<file path="src/rtl/dma_pkg.sv">
// Shared types and constants for the dma_copy word-copy engine.
package dma_pkg;

  typedef enum logic [1:0] {
    IDLE  = 2'd0,
    READ  = 2'd1,
    WRITE = 2'd2,
    NEXT  = 2'd3
  } dma_state_e;

  localparam logic [3:0] REG_SRC   = 4'h0;
  localparam logic [3:0] REG_DST   = 4'h4;
  localparam logic [3:0] REG_COUNT = 4'h8;
  localparam logic [3:0] REG_CTRL  = 4'hC;

  // CTRL write bits (START, FILL) and STATUS read bits (BUSY, DONE)
  localparam int START = 0;
  localparam int FILL  = 1;
  localparam int BUSY  = 0;
  localparam int DONE  = 1;

  typedef struct packed {
    logic [31:0] src;
    logic [31:0] dst;
    logic [31:0] count;
  } dma_cfg_t;

  function automatic logic [31:0] word_align(input logic [31:0] a);
    return {a[31:2], 2'b00};
  endfunction

endpackage

</file>
<file path="src/rtl/dma_regs.sv">
// Responder register file for dma_copy: SRC/DST/COUNT, start pulse, done flag, read mux.
// DMA_FILL_EN adds the fill-mode start bit and the fill pattern.
module dma_regs
  import dma_pkg::*;
(
  input  logic        clk,
  input  logic        rst,
  input  logic        enable,
  input  logic        rw,
  input  logic [3:0]  address,
  input  logic [31:0] wdata,
  input  logic        busy,
  input  logic        done_set,
  output logic [31:0] rdata,
  output dma_cfg_t    cfg,
  output logic        start,
`ifdef DMA_FILL_EN
  output logic        start_fill,
  output logic [31:0] pattern,
`endif
  output logic        done
);

  logic [3:0] off;
  logic       wr;
  logic       addr_unused;

  assign off         = {address[3:2], 2'b00};
  assign addr_unused = ^address[1:0];
  assign wr          = enable & rw;
  assign start       = wr & (off == REG_CTRL) & wdata[START] & ~busy;

`ifdef DMA_FILL_EN
  assign start_fill = wdata[FILL];
`endif

  always_ff @(posedge clk or posedge rst) begin
    if (rst) begin
      cfg  <= '0;
      done <= 1'b0;
`ifdef DMA_FILL_EN
      pattern <= '0;
`endif
    end else begin
      if (wr && !busy) begin
        case (off)
          REG_SRC: begin
            cfg.src <= word_align(wdata);
`ifdef DMA_FILL_EN
            // the fill pattern keeps the full word, low bits included
            pattern <= wdata;
`endif
          end
          REG_DST:   cfg.dst   <= word_align(wdata);
          REG_COUNT: cfg.count <= wdata;
          default: ;
        endcase
      end
      // done_set wins over start so a COUNT==0 start lands as done
      if (start)    done <= 1'b0;
      if (done_set) done <= 1'b1;
    end
  end

  always_comb begin
    rdata = '0;
    if (enable) begin
      case (off)
        REG_SRC:   rdata = cfg.src;
        REG_DST:   rdata = cfg.dst;
        REG_COUNT: rdata = cfg.count;
        default: begin
          rdata[BUSY] = busy;
          rdata[DONE] = done;
        end
      endcase
    end
  end

endmodule

</file>
<file path="src/rtl/dma_copy.sv">
// Memory-to-memory word copy engine: register responder plus READ/WRITE/NEXT bus initiator.
// DMA_FILL_EN enables fill mode (constant pattern writes, no reads).
module dma_copy
  import dma_pkg::*;
(
  input  logic        i_clock,
  input  logic        i_reset,
  input  logic        i_enable,
  input  logic        i_rw,
  input  logic [3:0]  i_address,
  input  logic [31:0] i_wdata,
  output logic [31:0] o_rdata,
  output logic        o_ready,
  output logic        o_bus_request,
  output logic        o_bus_rw,
  output logic [31:0] o_bus_address,
  output logic [31:0] o_bus_wdata,
  input  logic [31:0] i_bus_rdata,
  input  logic        i_bus_ready
);

  dma_state_e  state_q, state_d;
  dma_cfg_t    cfg;
  logic        start, done, done_set, busy;
  logic [31:0] src_q, dst_q, cnt_q, hold_q;
  logic [31:0] wr_word;
  logic        fill_now, fill_act;

  assign busy    = (state_q != IDLE);
  assign o_ready = i_enable;

`ifdef DMA_FILL_EN
  logic        start_fill, fill_q;
  logic [31:0] pattern;

  always_ff @(posedge i_clock or posedge i_reset) begin
    if (i_reset)    fill_q <= 1'b0;
    else if (start) fill_q <= start_fill;
  end

  assign fill_now = start_fill;
  assign fill_act = fill_q;
  assign wr_word  = fill_q ? pattern : hold_q;
`else
  assign fill_now = 1'b0;
  assign fill_act = 1'b0;
  assign wr_word  = hold_q;
`endif

  dma_regs u_regs (
    .clk        (i_clock),
    .rst        (i_reset),
    .enable     (i_enable),
    .rw         (i_rw),
    .address    (i_address),
    .wdata      (i_wdata),
    .busy       (busy),
    .done_set   (done_set),
    .rdata      (o_rdata),
    .cfg        (cfg),
    .start      (start),
`ifdef DMA_FILL_EN
    .start_fill (start_fill),
    .pattern    (pattern),
`endif
    .done       (done)
  );

  always_ff @(posedge i_clock or posedge i_reset) begin
    if (i_reset) state_q <= IDLE;
    else         state_q <= state_d;
  end

  always_ff @(posedge i_clock or posedge i_reset) begin
    if (i_reset) begin
      src_q  <= '0;
      dst_q  <= '0;
      cnt_q  <= '0;
      hold_q <= '0;
    end else begin
      if (start) begin
        src_q <= cfg.src;
        dst_q <= cfg.dst;
        cnt_q <= cfg.count;
      end
      if (state_q == READ && i_bus_ready) hold_q <= i_bus_rdata;
      // addresses wrap modulo 2^32 by plain overflow
      if (state_q == NEXT) begin
        src_q <= src_q + 32'd4;
        dst_q <= dst_q + 32'd4;
        cnt_q <= cnt_q - 32'd1;
      end
    end
  end

  always_comb begin
    state_d       = state_q;
    o_bus_request = 1'b0;
    o_bus_rw      = 1'b0;
    o_bus_address = '0;
    o_bus_wdata   = '0;
    done_set      = 1'b0;
    case (state_q)
      IDLE: begin
        if (start) begin
          if (cfg.count == '0) done_set = 1'b1;
          else                 state_d  = fill_now ? WRITE : READ;
        end
      end
      READ: begin
        o_bus_request = 1'b1;
        o_bus_address = src_q;
        if (i_bus_ready) state_d = WRITE;
      end
      WRITE: begin
        o_bus_request = 1'b1;
        o_bus_rw      = 1'b1;
        o_bus_address = dst_q;
        o_bus_wdata   = wr_word;
        if (i_bus_ready) state_d = NEXT;
      end
      NEXT: begin
        if (cnt_q == 32'd1) begin
          done_set = 1'b1;
          state_d  = IDLE;
        end else begin
          state_d = fill_act ? WRITE : READ;
        end
      end
      default: state_d = IDLE;
    endcase
  end

endmodule

</file>
<file path="config.mk">
export PLATFORM = sky130hd
export DESIGN_NAME = dma_copy
export DESIGN_NICKNAME = d
export VERILOG_FILES = /design/src/rtl/dma_pkg.sv /design/src/rtl/dma_regs.sv /design/src/rtl/dma_copy.sv
export SDC_FILE = /design/constraint.sdc
export NUM_CORES = 1
export LEC_CHECK = 0
export ABC_AREA = 0
export CAP_MARGIN = 20
export CORE_ASPECT_RATIO = 1.25
export CORE_MARGIN = 3
export CORE_UTILIZATION = 42
export CTS_CLUSTER_SIZE = 12
export DETAILED_ROUTE_END_ITERATION = 12
export PLACE_DENSITY = 0.6
export SYNTH_ARGS = -nofsm -noshare
export SYNTH_HDL_FRONTEND = slang
export SYNTH_SLANG_ARGS = --single-unit
</file>
<file path="constraint.sdc">
create_clock -name i_clock -period 9.4 [get_ports i_clock]
set_clock_uncertainty 0.2 [all_clocks]
set_input_delay 1.88 -clock i_clock [delete_from_list [all_inputs] [get_ports i_clock]]
set_output_delay 1.88 -clock i_clock [all_outputs]
set_load 0.05 [all_outputs]
</file>
==> summary.txt <==
outcome - complete, no violations
total grt overflow - 0
VDD IR max - 0.0001541 V
row count - 68
initial drt markers - 697
antenna violations before repair - 0
Hold/Removal Path Class - reg2reg
largest cells by area after synthesis - dfrtp_1 45%, mux2_2 12%, nand2_1 4.4%
post-synth top area share - 0.4527
#FFs+latches synth - 219
Crit Path Class - in2out
Routed WL - 35.89 mm
asr flop ratio synth - 1.000
crit path launch type - input port
PortBufs - 167
Arrival @ worst endpoint - 4460 ps
clock latency on the worst-skew pair - 510 ps
routed len/inst - 20.62 um
Main synth FF type - dfrtp_1
Post-CTS Resized - 0
Least-Margin Pin Slew - 995.4 ps
area grow syn2layout - 22.98%
Synth cell types - 61
sequential area share after synthesis - 0.4527
number of remaining DRC errors - 0
worst-path fanout max - 20
CTS sink cnt - 219
most instantiated library cell after synthesis - dfrtp_1
Worst slew margin - 0.3346
Final Total Pwr - 5.202 mW
CTS tree - yes
nets@finish - 1457
RD Place Congestion - 0.8699
Hold-fix buffers, CTS - 0
Commonest cells post-synth - 219 x dfrtp_1, 141 x nand2_1, 130 x mux2_2
Avg Cell Area, Syn - 9.700 sq um
Initial Util - 0.4325
number of global-route vias before repair - 9929
fmax - 153.0 MHz
CTS root buf - clkbuf_16
Synth Warn # - 0
Final Cycle Share - 0.6955
H-tree levels - 1
Max-Cap Viols - 0
post-CTS setup buffer count - 0
Pwr Density - 349.4 nW/um^2
pin count of the biggest net entering global routing - 91
clk buf depth - 3
synthesized area - 12110 sq um
largest area contributor in the synthesized netlist - dfrtp_1
Mapped Cells - 1248
critical path capture point type - output pin
share of post-route cells with drive strength above 1 - 0.1488
Slew Limit Fails - 0
CTS Buf Count - 24
total track usage - 0.2288
Hold Vio Cnt, Final - 0
CP required - 7320 ps
Post-synth EDFFs - 0
hpwl dp - 24.91 mm
Via density - 5.802
die extent in y - 195.8 um
final setup violating endpoints - 0
IO Count - 172
via count - 10100
Leakage Power - 6.099 nW
Final ANT Viol Nets - 0
Die Footprint - 30910 sq um
Clk pin slew, worst setup/hold paths - 60 ps
core area - 27990 sq um
n_diodes - 0
setup_tns - 0 ps
RSZ-0062 raised after global routing - false
First-pass DRT Iterations - 4
first-pass GRT wire length - 56.56 mm
Die Width - 157.9 um
Final min period - 6538 ps
[registers in the layout, summed over array words and instances, names as in the netlist]
register / cells
state_q: 2
u_regs.cfg: 92
hold_q: 32
src_q: 30
u_regs.done: 1
dst_q: 30
cnt_q: 32
[worst paths after layout]
path,from,slack (ps),depth (start not counted),end
worst max-delay path,i_address[3],2860,7,o_rdata[10]
worst max register to register,state_q[1]$_DFFE_PP0P_,5820,7,cnt_q[22]$_DFFE_PP0P_
max in group asynchronous,i_reset,5960,3,u_regs.cfg[14]$_DFFE_PP0P_
min in group asynchronous,i_reset,1670,2,dst_q[23]$_DFFE_PP0P_
worst min-delay path,cnt_q[30]$_DFFE_PP0P_,280,1,cnt_q[30]$_DFFE_PP0P_
worst min register to register,cnt_q[30]$_DFFE_PP0P_,280,1,cnt_q[30]$_DFFE_PP0P_
[power breakdown]
part	leakage [nW]	total, mW	internal, mW	switching [mW]
sequential	2.57	1.77	1.34	0.429
clock	0.395	0.982	0.598	0.384
combinational	3.13	2.45	0.985	1.46
total	6.10	5.20	2.92	2.28
[layer usage]
metal	vias up	routed length [um]	track usage
met5	-	0	0
met4	0	1005	0.07138
met3	58	1966	0.02648
met2	327	16700	0.3641
met1	4990	16220	0.3269
li1	4727	-	-
[metrics by stage]
stage	hold slack (ps)	instances	worst slack (ps)	utilization	area, sq um
finish	284.9	1741	2862	0.5318	14890
floorplan	249.1	1249	1327	-	12110
global placement	270.2	1697	2837	0.5017	14040
CTS	287.8	1739	2817	0.5312	14870
global route	308.6	1741	2727	0.5318	14890
detailed placement	276.1	1698	2846	0.5024	14060
[critical path: stages]
cell and delay, ps:
clkdlybuf4s50_1 490, nor2b_2 550, buf_4 380, nand2_1 80, o21ai_0 70, and2_1 180
clkdlybuf4s50_1 810
[logic make-up after synthesis]
logic type / synth area share
xor gates and xnor gates: 0.02315
AOI/OAI and AO/OA: 0.1201
DFF: 0.4527
other: 0.0003098
and+or+nand+nor: 0.2068
adders and majority gates: 0.008269
muxes: 0.1540
buffers and inverters: 0.03463
[cell type report]
class | instances | area, sq um
multi-input cells | 922 | 6241
inverters | 22 | 90.09
clock inverters | 5 | 100.1
well taps | 350 | 437.9
flip-flops and latches | 219 | 5480
fillers | 2570 | 13110
clock buffers | 36 | 706.9
repair buffers | 187 | 1831
[placed cells by master (no fill, tap or decap), types with 17 or more instances in the layout]
| cell | count |
|---|---|
| dfrtp_1 | 219 |
| clkdlybuf4s50_1 | 166 |
| nand2_1 | 140 |
| mux2_2 | 130 |
| and2_1 | 65 |
| o21ai_0 | 63 |
| nor2_1 | 63 |
| a21oi_1 | 51 |
| nand3_1 | 46 |
| mux2i_1 | 40 |
| a22oi_1 | 31 |
| nor2b_1 | 31 |
| and3_1 | 27 |
| clkbuf_16 | 25 |
| nand4_1 | 24 |
| nor3_1 | 24 |
| inv_1 | 21 |
| xnor2_1 | 17 |
| buf_4 | 17 |
(Power assumes the default switching activity.)
